File: config.mk
export PLATFORM = sky130hd
export DESIGN_NAME = taxi_axi_err_slv_flat
export DESIGN_NICKNAME = d
export VERILOG_FILES = /design/src/rtl/taxi_axi_err_slv_if.sv /design/src/rtl/taxi_axi_err_slv.sv /design/src/flat_wrapper.sv
export SDC_FILE = /design/constraint.sdc
export NUM_CORES = 1
export LEC_CHECK = 0
export CORE_AREA = 3 3 95 97
export CTS_CLUSTER_SIZE = 20
export DETAILED_ROUTE_END_ITERATION = 12
export DIE_AREA = 0 0 98 100
export GPL_TIMING_DRIVEN = 0
export HOLD_SLACK_MARGIN = 0.12
export PLACE_DENSITY = 0.81
export REMOVE_ABC_BUFFERS = 1
export SKIP_CTS_REPAIR_TIMING = 1
export SLEW_MARGIN = 20
export SYNTH_ARGS = -nofsm -noshare
export SYNTH_HDL_FRONTEND = slang
export SYNTH_SLANG_ARGS = --single-unit
File: constraint.sdc
create_clock -name clk -period 2.7 [get_ports clk]
set_input_delay 0.27 -clock clk [delete_from_list [all_inputs] [get_ports clk]]
set_output_delay 0.27 -clock clk [all_outputs]
set_load 0.1 [all_outputs]
File: src/rtl/taxi_axi_err_slv_if.sv
// taxi_axi_if: AXI4 bus bundle shared by crossbar ports and their slaves.
//   Parameters: DATA_W, ADDR_W, ID_W and the per-channel user widths.
//   Modports:
//     wr_slv / wr_mst : AW, W and B channels seen from slave / master side.
//     rd_slv / rd_mst : AR and R channels seen from slave / master side.
`timescale 1ns/1ps
interface taxi_axi_if #(
  parameter int DATA_W   = 32,
  parameter int ADDR_W   = 32,
  parameter int ID_W     = 8,
  parameter int AWUSER_W = 1,
  parameter int WUSER_W  = 1,
  parameter int BUSER_W  = 1,
  parameter int ARUSER_W = 1,
  parameter int RUSER_W  = 1
);
  // AW channel
  logic [ID_W-1:0]     awid;
  logic [ADDR_W-1:0]   awaddr;
  logic [7:0]          awlen;
  logic [2:0]          awsize;
  logic [1:0]          awburst;
  logic                awlock;
  logic [3:0]          awcache;
  logic [2:0]          awprot;
  logic [3:0]          awqos;
  logic [3:0]          awregion;
  logic [AWUSER_W-1:0] awuser;
  logic                awvalid;
  logic                awready;
  // W channel
  logic [DATA_W-1:0]   wdata;
  logic [DATA_W/8-1:0] wstrb;
  logic                wlast;
  logic [WUSER_W-1:0]  wuser;
  logic                wvalid;
  logic                wready;
  // B channel
  logic [ID_W-1:0]     bid;
  logic [1:0]          bresp;
  logic [BUSER_W-1:0]  buser;
  logic                bvalid;
  logic                bready;
  // AR channel
  logic [ID_W-1:0]     arid;
  logic [ADDR_W-1:0]   araddr;
  logic [7:0]          arlen;
  logic [2:0]          arsize;
  logic [1:0]          arburst;
  logic                arlock;
  logic [3:0]          arcache;
  logic [2:0]          arprot;
  logic [3:0]          arqos;
  logic [3:0]          arregion;
  logic [ARUSER_W-1:0] aruser;
  logic                arvalid;
  logic                arready;
  // R channel
  logic [ID_W-1:0]     rid;
  logic [DATA_W-1:0]   rdata;
  logic [1:0]          rresp;
  logic                rlast;
  logic [RUSER_W-1:0]  ruser;
  logic                rvalid;
  logic                rready;

  modport wr_slv (
    input  awid, awaddr, awlen, awsize, awburst, awlock, awcache, awprot,
           awqos, awregion, awuser, awvalid,
    output awready,
    input  wdata, wstrb, wlast, wuser, wvalid,
    output wready,
    output bid, bresp, buser, bvalid,
    input  bready
  );

  modport wr_mst (
    output awid, awaddr, awlen, awsize, awburst, awlock, awcache, awprot,
           awqos, awregion, awuser, awvalid,
    input  awready,
    output wdata, wstrb, wlast, wuser, wvalid,
    input  wready,
    input  bid, bresp, buser, bvalid,
    output bready
  );

  modport rd_slv (
    input  arid, araddr, arlen, arsize, arburst, arlock, arcache, arprot,
           arqos, arregion, aruser, arvalid,
    output arready,
    output rid, rdata, rresp, rlast, ruser, rvalid,
    input  rready
  );

  modport rd_mst (
    output arid, araddr, arlen, arsize, arburst, arlock, arcache, arprot,
           arqos, arregion, aruser, arvalid,
    input  arready,
    input  rid, rdata, rresp, rlast, ruser, rvalid,
    output rready
  );
endinterface

File: src/rtl/taxi_axi_err_slv.sv
// taxi_axi_err_slv: AXI4 default slave for unpopulated address regions.
//   Writes are accepted and discarded, answered by one B beat carrying RESP.
//   Reads are answered with ARLEN+1 R beats of RDATA_FILL carrying RESP.
// Parameters:
//   RESP       : response code on BRESP/RRESP (2'b11 DECERR, 2'b10 SLVERR).
//   RDATA_FILL : constant read data (low DATA_W bits used).
// Ports:
//   clk      : clock, rising edge.
//   rst      : asynchronous active-low reset.
//   s_axi_wr : AW/W/B slave side.
//   s_axi_rd : AR/R slave side.
`timescale 1ns/1ps
module taxi_axi_err_slv #(
  parameter logic [1:0]    RESP       = 2'b11,
  parameter logic [1023:0] RDATA_FILL = '0
) (
  input  logic       clk,
  input  logic       rst,
  taxi_axi_if.wr_slv s_axi_wr,
  taxi_axi_if.rd_slv s_axi_rd
);

  localparam int RD_DATA_W = $bits(s_axi_rd.rdata);

  typedef enum logic [1:0] {WR_IDLE, WR_DATA, WR_RESP} wr_state_t;
  typedef enum logic [0:0] {RD_IDLE, RD_DATA} rd_state_t;

  wr_state_t wr_state, wr_next;
  rd_state_t rd_state, rd_next;
  logic [7:0] rd_cnt;

  logic aw_hs, w_hs, b_hs, ar_hs, r_hs;

  assign aw_hs = s_axi_wr.awvalid && s_axi_wr.awready;
  assign w_hs  = s_axi_wr.wvalid  && s_axi_wr.wready;
  assign b_hs  = s_axi_wr.bvalid  && s_axi_wr.bready;
  assign ar_hs = s_axi_rd.arvalid && s_axi_rd.arready;
  assign r_hs  = s_axi_rd.rvalid  && s_axi_rd.rready;

  assign s_axi_wr.buser = '0;
  assign s_axi_rd.ruser = '0;
  assign s_axi_rd.rdata = RDATA_FILL[RD_DATA_W-1:0];

  // Request payload beyond ids and arlen is intentionally discarded.
  logic unused_ok;
  assign unused_ok = ^{s_axi_wr.awaddr, s_axi_wr.awlen, s_axi_wr.awsize,
                       s_axi_wr.awburst, s_axi_wr.awlock, s_axi_wr.awcache,
                       s_axi_wr.awprot, s_axi_wr.awqos, s_axi_wr.awregion,
                       s_axi_wr.awuser, s_axi_wr.wdata, s_axi_wr.wstrb,
                       s_axi_wr.wuser, s_axi_rd.araddr, s_axi_rd.arsize,
                       s_axi_rd.arburst, s_axi_rd.arlock, s_axi_rd.arcache,
                       s_axi_rd.arprot, s_axi_rd.arqos, s_axi_rd.arregion,
                       s_axi_rd.aruser};

  // Write FSM next state; burst end is taken from wlast alone.
  always_comb begin
    wr_next = wr_state;
    case (wr_state)
      WR_IDLE: if (aw_hs) wr_next = WR_DATA;
      WR_DATA: if (w_hs && s_axi_wr.wlast) wr_next = WR_RESP;
      WR_RESP: if (b_hs) wr_next = WR_IDLE;
      default: wr_next = WR_IDLE;
    endcase
  end

  // Handshake outputs are registered from the next state so that no
  // input-to-output combinational path exists and all are low in reset.
  always_ff @(posedge clk or negedge rst) begin
    if (!rst) begin
      wr_state         <= WR_IDLE;
      s_axi_wr.awready <= 1'b0;
      s_axi_wr.wready  <= 1'b0;
      s_axi_wr.bvalid  <= 1'b0;
      s_axi_wr.bid     <= '0;
      s_axi_wr.bresp   <= 2'b00;
    end else begin
      wr_state         <= wr_next;
      s_axi_wr.awready <= (wr_next == WR_IDLE);
      s_axi_wr.wready  <= (wr_next == WR_DATA);
      s_axi_wr.bvalid  <= (wr_next == WR_RESP);
      if (aw_hs) begin
        s_axi_wr.bid   <= s_axi_wr.awid;
        s_axi_wr.bresp <= RESP;
      end
    end
  end

  // Read FSM next state; the final beat is the one flagged by rlast.
  always_comb begin
    rd_next = rd_state;
    case (rd_state)
      RD_IDLE: if (ar_hs) rd_next = RD_DATA;
      RD_DATA: if (r_hs && s_axi_rd.rlast) rd_next = RD_IDLE;
      default: rd_next = RD_IDLE;
    endcase
  end

  always_ff @(posedge clk or negedge rst) begin
    if (!rst) begin
      rd_state         <= RD_IDLE;
      s_axi_rd.arready <= 1'b0;
      s_axi_rd.rvalid  <= 1'b0;
      s_axi_rd.rlast   <= 1'b0;
      s_axi_rd.rid     <= '0;
      s_axi_rd.rresp   <= 2'b00;
      rd_cnt           <= 8'd0;
    end else begin
      rd_state         <= rd_next;
      s_axi_rd.arready <= (rd_next == RD_IDLE);
      s_axi_rd.rvalid  <= (rd_next == RD_DATA);
      if (ar_hs) begin
        s_axi_rd.rid   <= s_axi_rd.arid;
        s_axi_rd.rresp <= RESP;
        rd_cnt         <= s_axi_rd.arlen;
        s_axi_rd.rlast <= (s_axi_rd.arlen == 8'd0);
      end else if (r_hs) begin
        // rd_cnt counts beats remaining after the current one; rlast is
        // precomputed so it is valid in the same cycle as the beat.
        if (rd_cnt != 8'd0) begin
          rd_cnt         <= rd_cnt - 8'd1;
          s_axi_rd.rlast <= (rd_cnt == 8'd1);
        end else begin
          s_axi_rd.rlast <= 1'b0;
        end
      end
    end
  end

endmodule
File: src/flat_wrapper.sv
// flat-port wrapper written by rule: the top's interface ports become plain ports
module taxi_axi_err_slv_flat 
#(
  parameter logic [1:0]    RESP       = 2'b11,
  parameter logic [1023:0] RDATA_FILL = '0
)
  (clk, rst, s_axi_wr_awid, s_axi_wr_awaddr, s_axi_wr_awlen, s_axi_wr_awsize, s_axi_wr_awburst, s_axi_wr_awlock, s_axi_wr_awcache, s_axi_wr_awprot, s_axi_wr_awqos, s_axi_wr_awregion, s_axi_wr_awuser, s_axi_wr_awvalid, s_axi_wr_awready, s_axi_wr_wdata, s_axi_wr_wstrb, s_axi_wr_wlast, s_axi_wr_wuser, s_axi_wr_wvalid, s_axi_wr_wready, s_axi_wr_bid, s_axi_wr_bresp, s_axi_wr_buser, s_axi_wr_bvalid, s_axi_wr_bready, s_axi_rd_arid, s_axi_rd_araddr, s_axi_rd_arlen, s_axi_rd_arsize, s_axi_rd_arburst, s_axi_rd_arlock, s_axi_rd_arcache, s_axi_rd_arprot, s_axi_rd_arqos, s_axi_rd_arregion, s_axi_rd_aruser, s_axi_rd_arvalid, s_axi_rd_arready, s_axi_rd_rid, s_axi_rd_rdata, s_axi_rd_rresp, s_axi_rd_rlast, s_axi_rd_ruser, s_axi_rd_rvalid, s_axi_rd_rready);
  taxi_axi_if s_axi_wr_i ();
  taxi_axi_if s_axi_rd_i ();
  input  logic clk;
  input  logic rst;
  input wire logic [$bits(s_axi_wr_i.awid)-1:0] s_axi_wr_awid;
  input wire logic [$bits(s_axi_wr_i.awaddr)-1:0] s_axi_wr_awaddr;
  input wire logic [$bits(s_axi_wr_i.awlen)-1:0] s_axi_wr_awlen;
  input wire logic [$bits(s_axi_wr_i.awsize)-1:0] s_axi_wr_awsize;
  input wire logic [$bits(s_axi_wr_i.awburst)-1:0] s_axi_wr_awburst;
  input wire logic [$bits(s_axi_wr_i.awlock)-1:0] s_axi_wr_awlock;
  input wire logic [$bits(s_axi_wr_i.awcache)-1:0] s_axi_wr_awcache;
  input wire logic [$bits(s_axi_wr_i.awprot)-1:0] s_axi_wr_awprot;
  input wire logic [$bits(s_axi_wr_i.awqos)-1:0] s_axi_wr_awqos;
  input wire logic [$bits(s_axi_wr_i.awregion)-1:0] s_axi_wr_awregion;
  input wire logic [$bits(s_axi_wr_i.awuser)-1:0] s_axi_wr_awuser;
  input wire logic [$bits(s_axi_wr_i.awvalid)-1:0] s_axi_wr_awvalid;
  output wire logic [$bits(s_axi_wr_i.awready)-1:0] s_axi_wr_awready;
  input wire logic [$bits(s_axi_wr_i.wdata)-1:0] s_axi_wr_wdata;
  input wire logic [$bits(s_axi_wr_i.wstrb)-1:0] s_axi_wr_wstrb;
  input wire logic [$bits(s_axi_wr_i.wlast)-1:0] s_axi_wr_wlast;
  input wire logic [$bits(s_axi_wr_i.wuser)-1:0] s_axi_wr_wuser;
  input wire logic [$bits(s_axi_wr_i.wvalid)-1:0] s_axi_wr_wvalid;
  output wire logic [$bits(s_axi_wr_i.wready)-1:0] s_axi_wr_wready;
  output wire logic [$bits(s_axi_wr_i.bid)-1:0] s_axi_wr_bid;
  output wire logic [$bits(s_axi_wr_i.bresp)-1:0] s_axi_wr_bresp;
  output wire logic [$bits(s_axi_wr_i.buser)-1:0] s_axi_wr_buser;
  output wire logic [$bits(s_axi_wr_i.bvalid)-1:0] s_axi_wr_bvalid;
  input wire logic [$bits(s_axi_wr_i.bready)-1:0] s_axi_wr_bready;
  input wire logic [$bits(s_axi_rd_i.arid)-1:0] s_axi_rd_arid;
  input wire logic [$bits(s_axi_rd_i.araddr)-1:0] s_axi_rd_araddr;
  input wire logic [$bits(s_axi_rd_i.arlen)-1:0] s_axi_rd_arlen;
  input wire logic [$bits(s_axi_rd_i.arsize)-1:0] s_axi_rd_arsize;
  input wire logic [$bits(s_axi_rd_i.arburst)-1:0] s_axi_rd_arburst;
  input wire logic [$bits(s_axi_rd_i.arlock)-1:0] s_axi_rd_arlock;
  input wire logic [$bits(s_axi_rd_i.arcache)-1:0] s_axi_rd_arcache;
  input wire logic [$bits(s_axi_rd_i.arprot)-1:0] s_axi_rd_arprot;
  input wire logic [$bits(s_axi_rd_i.arqos)-1:0] s_axi_rd_arqos;
  input wire logic [$bits(s_axi_rd_i.arregion)-1:0] s_axi_rd_arregion;
  input wire logic [$bits(s_axi_rd_i.aruser)-1:0] s_axi_rd_aruser;
  input wire logic [$bits(s_axi_rd_i.arvalid)-1:0] s_axi_rd_arvalid;
  output wire logic [$bits(s_axi_rd_i.arready)-1:0] s_axi_rd_arready;
  output wire logic [$bits(s_axi_rd_i.rid)-1:0] s_axi_rd_rid;
  output wire logic [$bits(s_axi_rd_i.rdata)-1:0] s_axi_rd_rdata;
  output wire logic [$bits(s_axi_rd_i.rresp)-1:0] s_axi_rd_rresp;
  output wire logic [$bits(s_axi_rd_i.rlast)-1:0] s_axi_rd_rlast;
  output wire logic [$bits(s_axi_rd_i.ruser)-1:0] s_axi_rd_ruser;
  output wire logic [$bits(s_axi_rd_i.rvalid)-1:0] s_axi_rd_rvalid;
  input wire logic [$bits(s_axi_rd_i.rready)-1:0] s_axi_rd_rready;
  assign s_axi_wr_i.awid = s_axi_wr_awid;
  assign s_axi_wr_i.awaddr = s_axi_wr_awaddr;
  assign s_axi_wr_i.awlen = s_axi_wr_awlen;
  assign s_axi_wr_i.awsize = s_axi_wr_awsize;
  assign s_axi_wr_i.awburst = s_axi_wr_awburst;
  assign s_axi_wr_i.awlock = s_axi_wr_awlock;
  assign s_axi_wr_i.awcache = s_axi_wr_awcache;
  assign s_axi_wr_i.awprot = s_axi_wr_awprot;
  assign s_axi_wr_i.awqos = s_axi_wr_awqos;
  assign s_axi_wr_i.awregion = s_axi_wr_awregion;
  assign s_axi_wr_i.awuser = s_axi_wr_awuser;
  assign s_axi_wr_i.awvalid = s_axi_wr_awvalid;
  assign s_axi_wr_awready = s_axi_wr_i.awready;
  assign s_axi_wr_i.wdata = s_axi_wr_wdata;
  assign s_axi_wr_i.wstrb = s_axi_wr_wstrb;
  assign s_axi_wr_i.wlast = s_axi_wr_wlast;
  assign s_axi_wr_i.wuser = s_axi_wr_wuser;
  assign s_axi_wr_i.wvalid = s_axi_wr_wvalid;
  assign s_axi_wr_wready = s_axi_wr_i.wready;
  assign s_axi_wr_bid = s_axi_wr_i.bid;
  assign s_axi_wr_bresp = s_axi_wr_i.bresp;
  assign s_axi_wr_buser = s_axi_wr_i.buser;
  assign s_axi_wr_bvalid = s_axi_wr_i.bvalid;
  assign s_axi_wr_i.bready = s_axi_wr_bready;
  assign s_axi_rd_i.arid = s_axi_rd_arid;
  assign s_axi_rd_i.araddr = s_axi_rd_araddr;
  assign s_axi_rd_i.arlen = s_axi_rd_arlen;
  assign s_axi_rd_i.arsize = s_axi_rd_arsize;
  assign s_axi_rd_i.arburst = s_axi_rd_arburst;
  assign s_axi_rd_i.arlock = s_axi_rd_arlock;
  assign s_axi_rd_i.arcache = s_axi_rd_arcache;
  assign s_axi_rd_i.arprot = s_axi_rd_arprot;
  assign s_axi_rd_i.arqos = s_axi_rd_arqos;
  assign s_axi_rd_i.arregion = s_axi_rd_arregion;
  assign s_axi_rd_i.aruser = s_axi_rd_aruser;
  assign s_axi_rd_i.arvalid = s_axi_rd_arvalid;
  assign s_axi_rd_arready = s_axi_rd_i.arready;
  assign s_axi_rd_rid = s_axi_rd_i.rid;
  assign s_axi_rd_rdata = s_axi_rd_i.rdata;
  assign s_axi_rd_rresp = s_axi_rd_i.rresp;
  assign s_axi_rd_rlast = s_axi_rd_i.rlast;
  assign s_axi_rd_ruser = s_axi_rd_i.ruser;
  assign s_axi_rd_rvalid = s_axi_rd_i.rvalid;
  assign s_axi_rd_i.rready = s_axi_rd_rready;
  taxi_axi_err_slv #(.RESP(RESP), .RDATA_FILL(RDATA_FILL)) u_core (.clk(clk), .rst(rst), .s_axi_wr(s_axi_wr_i), .s_axi_rd(s_axi_rd_i));
endmodule
==> impl_metrics.json, run 1 <==
{
  "synth-warning-count": 0,
  "antenna_violating_nets_post_route": 0,
  "crit_path_slowest_cell": "clkdlybuf4s50_1",
  "die-width_um": 98,
  "antenna-diode-count": 0,
  "synth.cell_area_um2": 1770,
  "cts.clk_slew.worst_paths_ns": 0.07,
  "grt_setup_unrepaired": "no",
  "static-leakage-power_nw": 1.06,
  "startpoint_type": "register",
  "ys_types": 35,
  "cp-end-kind": "output pin",
  "maxCapViolations": 0,
  "critPathMaxFanout": 6,
  "number_of_remaining_drc_errors": 0,
  "cts_made_buffers": 5,
  "path_class": "reg2out",
  "max_freq_mhz": 461,
  "clkLatencyLatePin_ns": 0.27,
  "grt_pass1_vias": 1364,
  "area_occupied_by_multi_input_gates_um2": 742,
  "synthFlopType": "dfrtp_1",
  "layout_commonest_cell": "clkdlybuf4s50_1",
  "postSynthRegisterBits": 34,
  "final_min_period_over_clock_period": 0.804,
  "rows": 33,
  "yosysSeqAreaShare": 0.482,
  "hold_viol": 0,
  "critPathTopFamily": "buffers and inverters",
  "critical_path.n_buffers_inverters": 1,
  "antenna_found_initial": 0,
  "drt_first_pass_iters": 4,
  "async_flop_share": 1.00,
  "placed_cells": 336,
  "routedWlPerCell_um": 11.8,
  "drt-total-wl_um": 4030,
  "fin_tns_setup_ns": 0,
  "h-tree-depth": 2,
  "globalRouteOverflowTotal": 0,
  "power_density_nw_per_um2": 1390,
  "routabilityCongestion": 0.858,
  "area_growth_syn_to_layout_pct": 37.3,
  "synth-edff-count": 0,
  "die_area_um2": 9800,
  "setup-violations-final": 0,
  "core_area_um2": 8220,
  "final_cell_count_no_fill": 343,
  "vias_per_cell": 4.06,
  "ir_worst_vdd_mv": 0.471,
  "nNetsFinal": 427,
  "layout.filler_cells": 838,
  "finalPower_mw": 3.37,
  "post_route_cells_drive_above_1_share": 0.0714,
  "initial_util": 0.215,
  "syn_avg_cell_area_um2": 9.86,
  "largest_stage_delay_on_the_critical_path_ns": 1.17,
  "grt_pass1_wl_um": 6280,
  "hp-class": "in2async",
  "ctsLongestPathBuffers": 2,
  "report.final.slew_viol_count": 0,
  "largest_net_degree_at_the_start_of_global_routing": 23,
  "worst_slew_margin_rel": 0.333,
  "run_status": "finished clean",
  "drt_first_iter_violations": 47,
  "die_h_um": 100,
  "final_core_utilization": 0.295,
  "sequential_standard_cell_area_um2": 851,
  "tightestPinTransition_ns": 0.998,
  "tritoncts": "yes",
  "vias": 1392,
  "port-buffer-count": 57,
  "clock_tree.root_cell": "clkbuf_8",
  "final_cell_mix": "clkdlybuf4s50_1 (56), nand2_1 (35), conb_1 (34), dfrtp_1 (34), nor2_1 (8)",
  "holdWs_ns": 0.444,
  "cp_cell_sequence": "clkdlybuf4s50_1",
  "clock-sinks": 34,
  "regToRegSetupSlack_ns": 0.95,
  "grt_use_total": 0.0795,
  "clock-skew-final_ns": 0.00520,
  "cp.required_ns": 2.43,
  "endpoint_arrival_time_on_the_critical_path_ns": 1.90,
  "post-dp-hpwl_um": 3260,
  "tmin_final_ns": 2.17,
  "io_pins": 245,
  "post_synthesis_cells": 179
}
per-layer routing:
metal	share of wire	GRT usage	up-vias
li1	-	-	647
met1	0.37	0.0810	675
met2	0.55	0.149	59
met3	0.044	0.0146	11
met4	0.034	0.0511	0
met5	0	0	-
state kept, by name (all words and copies together), names as in the netlist, 2 cells and up:
name,count
u_core.s_axi_wr.bid,8
u_core.s_axi_rd.rid,8
u_core.rd_cnt,8
u_core.wr_state,2
metrics by stage:
stage / setup slack [ns] / cell area, um^2
floorplan: 0.661 / 1610
CTS: 0.531 / 2410
detailed placement: 0.699 / 2330
global route: 0.475 / 2420
global placement: 0.586 / 2310
finish: 0.530 / 2420
final cells by class:
type                    instances  share of cell area
clock buffers                   6              0.0341
inverters                       4             0.00619
well taps                     105              0.0542
flip-flops and latches         34               0.351
repair buffers                 59               0.249
multi-input cells             135               0.306
power by group:
part / internal (mW) / leakage (nW) / switching [mW] / total [mW]
Sequential: 0.729 / 0.404 / 0.171 / 0.900
Combinational: 0.493 / 0.613 / 1.61 / 2.10
Clock: 0.197 / 0.0431 / 0.170 / 0.366
cell families after synthesis:
family                   count (synthesis)  synth area share
flip-flops                              34             0.482
other                                    1           0.00212
multiplexers                             9            0.0567
XOR/XNOR                                 3            0.0149
AO/OA/AOI/OAI                           21            0.0694
AND/OR/NAND/NOR                         65             0.186
buffers and inverters                   43             0.168
adder cells (fa/ha/maj)                  3            0.0213
cell usage after synthesis (2+ instances only):
cell type  instances  area share
buf_4             36        0.15
nand2_1           35       0.074
dfrtp_1           34        0.48
nor2_1             8       0.017
a21oi_1            7       0.020
o21ai_1            5       0.014
inv_1              4      0.0085
mux2_1             4       0.026
mux2_2             4       0.026
a31oi_1            3       0.011
clkbuf_1           3      0.0064
ha_1               3       0.021
nand2b_1           3       0.011
nand3_1            3      0.0085
nor4_1             3       0.011
xnor2_1            3       0.015
nor3_2             2       0.011
o22ai_1            2      0.0071
worst paths after layout:
path | cells past startpoint | end | from
setup / recovery | 1 | s_axi_rd_rvalid | u_core.s_axi_rd.rvalid$_DFF_PN0_
hold / removal | 2 | u_core.s_axi_wr.bid[5]$_DFFE_PN0P_ | rst
setup reg to reg | 6 | u_core.rd_cnt[4]$_DFFE_PN0P_ | u_core.rd_cnt[0]$_DFFE_PN0P_
hold reg to reg | 2 | u_core.s_axi_rd.rid[5]$_DFFE_PN0P_ | u_core.s_axi_rd.rid[5]$_DFFE_PN0P_
max in group asynchronous | 3 | u_core.s_axi_rd.rid[5]$_DFFE_PN0P_ | rst
min in group clk | 2 | u_core.s_axi_rd.rid[5]$_DFFE_PN0P_ | u_core.s_axi_rd.rid[5]$_DFFE_PN0P_
Note: power is estimated with default switching activity, not from simulation.
==> run 2, diff against run 1 <==
Settings changed: CORE_AREA 3 3 95 97 to 3 3 93 95, DIE_AREA 0 0 98 100 to 0 0 96 98, PLACE_DENSITY 0.81 to 0.83.
Clock period 2.7 ns to 2.2 ns, I/O delays scaled along.
==> impl_metrics.json, run 2 (same netlist as run 1, synthesis figures left out) <==
{
  "logic_depth_of_the_worst_register_to_register_path": 6,
  "stdcell_area_um2": 2420,
  "grt_setup_unrepaired": "no",
  "clkLatencyLatePin_ns": 0.28,
  "critical_path.n_buffers_inverters": 1,
  "final_cell_mix": "clkdlybuf4s50_1 (56), nand2_1 (35), conb_1 (34), dfrtp_1 (34), nor2_1 (8)",
  "die_h_um": 98,
  "setup.worst_path.start": "u_core.s_axi_rd.rvalid$_DFF_PN0_",
  "antenna_found_initial": 0,
  "vias_per_cell": 3.89,
  "h-tree-depth": 2,
  "maxCapViolations": 0,
  "die-width_um": 96,
  "largest_net_degree_at_the_start_of_global_routing": 32,
  "port-buffer-count": 57,
  "die_area_um2": 9410,
  "nNetsFinal": 427,
  "initial_util": 0.226,
  "post-dp-hpwl_um": 3140,
  "area_growth_syn_to_layout_pct": 37.2,
  "critPathTopFamily": "buffers and inverters",
  "power_density_nw_per_um2": 1720,
  "drt-total-wl_um": 4050,
  "post_route_cells_drive_above_1_share": 0.0750,
  "antenna-diode-count": 0,
  "clock_tree.root_cell": "clkbuf_8",
  "ir_worst_vdd_mv": 0.781,
  "setup-violations-final": 0,
  "cp.required_ns": 1.98,
  "core_area_um2": 7810,
  "rows": 32,
  "hold_viol": 0,
  "fin_tns_setup_ns": 0,
  "run_status": "finished clean",
  "cts.clk_slew.worst_paths_ns": 0.07,
  "vias": 1332,
  "endpoint_arrival_time_on_the_critical_path_ns": 1.90,
  "path_class": "reg2out",
  "crit_path_slowest_cell": "clkdlybuf4s50_1",
  "cts_made_buffers": 5,
  "finalPower_mw": 4.15,
  "cp_cell_sequence": "clkdlybuf4s50_1",
  "critical_path.reg2reg.startpoint": "u_core.rd_cnt[0]$_DFFE_PN0P_",
  "tritoncts": "yes",
  "tmin_final_ns": 2.12,
  "globalRouteOverflowTotal": 0,
  "worst_slew_margin_rel": 0.338,
  "tightestPinTransition_ns": 0.990,
  "place_area_um2": 2320,
  "cp-end-kind": "output pin",
  "number_of_remaining_drc_errors": 0,
  "routedWlPerCell_um": 11.8,
  "grt_pass1_wl_um": 6530,
  "layout_commonest_cell": "clkdlybuf4s50_1",
  "grt_use_total": 0.0887,
  "r2r_end": "u_core.rd_cnt[1]$_DFFE_PN0P_",
  "ctsLongestPathBuffers": 2,
  "final_min_period_over_clock_period": 0.963,
  "antenna_violating_nets_post_route": 0,
  "io_pins": 245,
  "max_freq_mhz": 472,
  "largestRegisters": "u_core.rd_cnt (8), u_core.s_axi_rd.rid (8), u_core.s_axi_wr.bid (8)",
  "regToRegSetupSlack_ns": 0.45,
  "static-leakage-power_nw": 1.06,
  "drt_first_iter_violations": 67,
  "routabilityCongestion": 0.777,
  "critPathMaxFanout": 6,
  "startpoint_type": "register",
  "grt_pass1_vias": 1374,
  "clock-sinks": 34,
  "clock-skew-final_ns": 0.00680,
  "hp-class": "in2async",
  "report.final.slew_viol_count": 0,
  "drt_first_pass_iters": 3,
  "largest_stage_delay_on_the_critical_path_ns": 1.17
}
## run 2: where the power goes
| part | internal [mW] | switching, mW |
|---|---|---|
| clock network | 0.253 | 0.222 |
| logic | 0.602 | 1.97 |
| registers | 0.895 | 0.212 |
## run 2: worst max-delay path by stage
stage | end | slack, ns | depth (start not counted)
final | s_axi_rd_rvalid | 0.08 | 1
after global routing | s_axi_rd_rvalid | 0.04 | 1
after CTS | s_axi_rd_rvalid | 0.07 | 1
after detailed placement | u_core.rd_cnt[4]$_DFFE_PN0P_ | 0.25 | 5
after global placement | u_core.s_axi_rd.rid[3]$_DFFE_PN0P_ | 0.15 | 1
after floorplan | u_core.rd_cnt[4]$_DFFE_PN0P_ | 0.16 | 4
## run 2: layout make-up
cell class	count	area (um^2)
fill	802	5390
clock inverter	1	5.00
clock buffer	7	86.3
tap	102	128
multi-input combinational	135	742
sequential	34	851
timing repair buffer	59	596
inverter	4	15.0
## run 2: through the flow
stage	util	hold WS (ns)	instances	setup WS, ns
floorplan	-	-0.0756	173	0.161
global placement	0.295	0.448	332	0.147
detailed placement	0.297	0.0385	333	0.247
CTS	0.309	-0.272	341	0.0698
global route	0.310	0.302	342	0.0440
finish	0.310	0.292	342	0.0809
## run 2: layer usage
metal | share of wire | track usage
met3 | 0.039 | 0.0162
met1 | 0.38 | 0.0997
met2 | 0.56 | 0.158
met4 | 0.017 | 0.0405
met5 | 0 | 0
